<file path="src/rtl/tpu_pkg.sv">
// tpu_pkg: drain FSM states, row-index width and flattened-tile indexing shared across the tile datapath
package tpu_pkg;
  typedef enum logic [1:0] {IDLE, WAIT, STREAM} drain_state_e;
  function automatic int row_idx_w(input int size);
    return size > 1 ? $clog2(size) : 1;
  endfunction
  function automatic int elem_lsb(input int i, input int j, input int size, input int dw);
    return (i * size + j) * dw;
  endfunction
endpackage

</file>
<file path="src/rtl/tile_row_mux.sv">
// tile_row_mux: picks row `row` of flattened tile onto data when en, else zero (ports: tile, row, en -> data)
module tile_row_mux import tpu_pkg::*; #(
  parameter int SIZE       = 8,
  parameter int DATA_WIDTH = 16
) (
  input  logic [SIZE*SIZE*DATA_WIDTH-1:0] tile,
  input  logic [row_idx_w(SIZE)-1:0]      row,
  input  logic                            en,
  output logic [SIZE*DATA_WIDTH-1:0]      data
);
  localparam int ROW_W = SIZE * DATA_WIDTH;
  always_comb data = en ? tile[row*ROW_W +: ROW_W] : '0;
endmodule

</file>
<file path="src/rtl/activation_drain.sv">
// activation_drain: waits ACT_LATENCY, snapshots tile_in, streams rows over valid/ready (ports: clk rst start tile_in out_ready -> act_enable busy done out_valid out_data out_row out_last)
module activation_drain import tpu_pkg::*; #(
  parameter int SIZE        = 8,
  parameter int DATA_WIDTH  = 16,
  parameter int ACT_LATENCY = 1
) (
  input  logic                            clk,
  input  logic                            rst,
  input  logic                            start,
  input  logic [SIZE*SIZE*DATA_WIDTH-1:0] tile_in,
  output logic                            act_enable,
  output logic                            busy,
  output logic                            done,
  output logic                            out_valid,
  input  logic                            out_ready,
  output logic [SIZE*DATA_WIDTH-1:0]      out_data,
  output logic [row_idx_w(SIZE)-1:0]      out_row,
  output logic                            out_last
);
  localparam int RW = row_idx_w(SIZE);
  drain_state_e state_q, state_d;
  logic [3:0] cnt_q, cnt_d;
  logic [RW-1:0] row_q, row_d;
  logic done_q, done_d;
  logic [SIZE*SIZE*DATA_WIDTH-1:0] buf_q, buf_d;
  logic capture, fire, last;
  always_comb begin
    capture = state_q == WAIT && cnt_q == 4'd0;
    last    = row_q == RW'(SIZE - 1);
    fire    = state_q == STREAM && out_ready;
    state_d = state_q == IDLE ? (start ? WAIT : IDLE)
            : state_q == WAIT ? (capture ? STREAM : WAIT)
            : (fire && last ? IDLE : STREAM);
    cnt_d   = state_q == IDLE && start ? 4'(ACT_LATENCY)
            : state_q == WAIT && !capture ? cnt_q - 4'd1 : cnt_q;
    row_d   = capture ? '0 : fire ? row_q + 1'b1 : row_q;
    done_d  = fire && last;
    buf_d   = capture ? tile_in : buf_q;
  end
  always_ff @(posedge clk) begin
    if (rst) begin
      state_q <= IDLE;
      cnt_q   <= '0;
      row_q   <= '0;
      done_q  <= 1'b0;
    end else begin
      state_q <= state_d;
      cnt_q   <= cnt_d;
      row_q   <= row_d;
      done_q  <= done_d;
    end
  end
  always_ff @(posedge clk) buf_q <= buf_d;
  assign act_enable = state_q == WAIT;
  assign busy       = state_q != IDLE;
  assign out_valid  = state_q == STREAM;
  assign out_row    = row_q;
  assign out_last   = out_valid && last;
  assign done       = done_q;
  tile_row_mux #(.SIZE(SIZE), .DATA_WIDTH(DATA_WIDTH)) u_mux (
    .tile(buf_q),
    .row (row_q),
    .en  (out_valid),
    .data(out_data)
  );
endmodule

</file>
<file path="config.mk">
export PLATFORM = sky130hd
export DESIGN_NAME = activation_drain
export DESIGN_NICKNAME = d
export VERILOG_FILES = /design/src/rtl/tpu_pkg.sv /design/src/rtl/tile_row_mux.sv /design/src/rtl/activation_drain.sv
export SDC_FILE = /design/constraint.sdc
export NUM_CORES = 1
export LEC_CHECK = 0
export BUFFER_PORTS_ARGS = -buffer_cell sky130_fd_sc_hd__buf_2
export CAP_MARGIN = 20
export CORE_AREA = 5 5 447 449
export CTS_CLUSTER_DIAMETER = 120
export DETAILED_ROUTE_END_ITERATION = 6
export DIE_AREA = 0 0 452 454
export PLACE_DENSITY_LB_ADDON = 0.15
export SYNTH_ARGS = -nofsm -noshare
export SYNTH_HDL_FRONTEND = slang
export SYNTH_HIERARCHICAL = 1
export SYNTH_SLANG_ARGS = --single-unit
</file>
<file path="constraint.sdc">
create_clock -name clk -period 65.5 [get_ports clk]
set_input_delay 6.55 -clock clk [delete_from_list [all_inputs] [get_ports clk]]
set_output_delay 6.55 -clock clk [all_outputs]
set_load 0.02 [all_outputs]
</file>
==> flow_summary.json <==
{
  "synthCells": 1961,
  "tns_ns": 0,
  "hold_viol_final": 0,
  "async_reset_ff_frac": 0,
  "area_delta_synth_final_pct": 31.95,
  "insertion_delay_ns": 0.76,
  "synth_edf_count": 1024,
  "drive_above_1_share": 0.5373,
  "rsz0062_at_grt": "false",
  "ff2ff_path_depth": 8,
  "synth_commonest_cells": "1024 x edfxtp_1, 132 x inv_1, 130 x o21ai_0",
  "gp_congestion": 0.8202,
  "status": "finished, final reports clean",
  "synth_top_area_frac": 0.7577,
  "cts_sinks": 1034,
  "power.density_mw_per_mm2": 29.94,
  "cp_max_fo": 55,
  "ys.flop_type": "edfxtp_1",
  "drv_slew": 0,
  "multi_input_area_sq_mm": 0.008414,
  "std_cell_rows": 163,
  "grt_pass1_wl_mm": 215.1,
  "ys_seq_area_frac": 0.7626,
  "cts_root_buf": "clkbuf_16",
  "grt_max_degree": 151,
  "h-tree-depth": 4,
  "clk_pin_slew_ns": 0.06,
  "boundaryPins": 1164,
  "synth_most_common_cell": "edfxtp_1",
  "grt_pass1_vias": 25260,
  "drtIter0Drc": 1847,
  "max_freq_mhz": 83.06,
  "hold_class": "flip-flop to flip-flop",
  "seq_area_sq_mm": 0.03096,
  "ant_nets": 0,
  "grt.total_usage": 0.1524,
  "r2r-start": "cnt_q[0]$_SDFFE_PP0P_",
  "min_from": "cnt_q[0]$_SDFFE_PP0P_",
  "synth_area_leaders": "edfxtp_1 76%, mux4_2 7.1%, a221oi_2 4.4%, mux2_2 3.6%, mux2i_1 3.2%",
  "cp-start-kind": "flip-flop",
  "vias_per_cell": 4.117,
  "antenna_found_initial": 203,
  "die_height_um": 454,
  "synth_seq_cells": 1034,
  "gr-total-overflow": 0,
  "worst_ir_drop_vdd_uv": 22.84,
  "core_sq_mm": 0.1958,
  "fin_nets": 4214,
  "min_to": "cnt_q[0]$_SDFFE_PP0P_",
  "portBuffers": 1163,
  "routed_wl_mm": 163.4,
  "netlist_area_sq_mm": 0.04059,
  "cp_data_required_time_ns": 58.95,
  "die_area_sq_mm": 0.2052,
  "min_path_cells": 1,
  "setup_viol_count_final": 0,
  "p_leak_nw": 19.12,
  "cts_resized": 0,
  "first_pass_iters": 5,
  "cts_tree": "done",
  "avgSynthCellArea_sq_um": 20.70,
  "nFillCells": 20070,
  "post_drt_wl_per_cell_um": 27.63,
  "drv_cap": 0,
  "path_class": "flip-flop to output pin",
  "ff2ff_setup_slack_ns": 60.56,
  "cts_buffers": 131,
  "fin_crit_sh": 0.1838,
  "initial_core_util": 0.2073,
  "critPathArrivalTime_ns": 5.49,
  "hpwl_mm": 121.8,
  "r2r-end": "buf_q[368]$_DFFE_PP_",
  "route.detailed.drc": 0,
  "cts_setup_buffers": 0,
  "maxSlewHeadroom": 0.2184,
  "fin_crit_ns": 12.04,
  "tightest_slew_ns": 1.172,
  "ys_warn_count": 6,
  "die_w_um": 452,
  "syn_nets": 2992,
  "detailroute.via_count": 24340,
  "netlist.top_cell.by_area": "edfxtp_1",
  "dp_slack_ns": 54.18,
  "fin_ws_ns": 53.46,
  "finalClockSkew_ns": 0.02344,
  "synthDistinctLibCells": 38,
  "cts_hold_buf": 0,
  "cp-end-kind": "output pin",
  "cts_buffer_depth": 3
}
[through the flow]
step	hold WS (ns)	total power, mW	cell area (sq um)	instances	util
finish	0.5035	1.604	53550	5911	0.2735
global route	0.5282	1.670	53480	5882	0.2731
CTS	0.5048	1.636	53380	5842	0.2726
detailed placement	0.4924	0.9186	49230	5607	0.2514
global placement	0.4841	0.9189	49230	5607	0.2514
floorplan	0.4482	0.9307	40590	1961	-
[cell type report]
class                           count  area share
Tap cell                         2557     0.05974
Sequential cell                  1034      0.5782
Timing Repair Buffer             1203      0.1150
Multi-Input combinational cell    681      0.1571
Clock buffer                      170     0.06554
Inverter                          132    0.009252
Antenna cell                       69    0.003224
Clock inverter                     65     0.01196
[layout by cell type, fill, tap and decap left out, drive strengths merged]
cell type / instances
dfxtp: 10
clkinv: 52
and2: 2
or3: 1
or4b: 1
o21ai: 130
a221oi: 128
xor2: 1
or2: 2
and3b: 1
nand4b: 1
buf: 1203
mux4: 128
nand2: 3
a21oi: 7
nor3b: 1
a211oi: 3
nor2: 4
nand3: 2
nand2b: 2
inv: 136
nor2b: 1
o21bai: 1
nand3b: 1
edfxtp: 1024
diode: 69
bufinv: 6
nor3: 1
mux2i: 128
ha: 3
mux2: 128
clkbuf: 170
clkinvlp: 3
or3b: 1
[state kept, by name, summed over array words and instances (netlist names)]
name,count
buf_q,1024
cnt_q,4
done,1
out_row,3
state_q,2
[per-layer routing]
layer	vias to the layer above	track usage	part of all wire
met5	-	0	0.0035
met4	86	0.05685	0.036
met3	440	0.05892	0.082
met2	1078	0.2610	0.50
met1	12170	0.1722	0.38
li1	10570	-	-
[worst max-delay path by stage]
stage	from	to	slack, ns	cells after the start
finish	out_row[2]$_SDFFE_PP0P_	out_data[49]	53.46	8
global placement	out_row[2]$_SDFFE_PP0P_	out_data[92]	54.21	8
CTS	out_row[2]$_SDFFE_PP0P_	out_data[108]	53.32	8
floorplan	cnt_q[0]$_SDFFE_PP0P_	buf_q[0]$_DFFE_PP_	19.73	5
detailed placement	out_row[2]$_SDFFE_PP0P_	out_data[108]	54.18	8
global route	out_row[2]$_SDFFE_PP0P_	out_data[92]	53.19	8
[report_power, final]
group | switching, mW | internal (mW) | total (mW) | leakage (nW)
clock network | 0.296 | 0.406 | 0.702 | 2.01
registers | 0.0138 | 0.777 | 0.791 | 9.47
logic | 0.0680 | 0.0426 | 0.111 | 7.65
[cell families after synthesis]
kind of cell	Yosys count	synth area share
compound gates	269	0.06375
mux	384	0.1381
flops	1034	0.7626
xor+xnor	1	0.0002158
buf+inv	246	0.03077
simple gates	24	0.003638
fa+ha+maj	3	0.0009250
[critical path, stage by stage, from the launching register on]
cell,delay [ns]
dfxtp_4,0.83
buf_4,0.46
buf_4,0.77
buf_4,0.68
buf_4,0.80
mux4_2,0.36
inv_1,0.05
a221oi_2,0.27
buf_2,0.26
No activity file was read; power rests on OpenSTA's default activity.
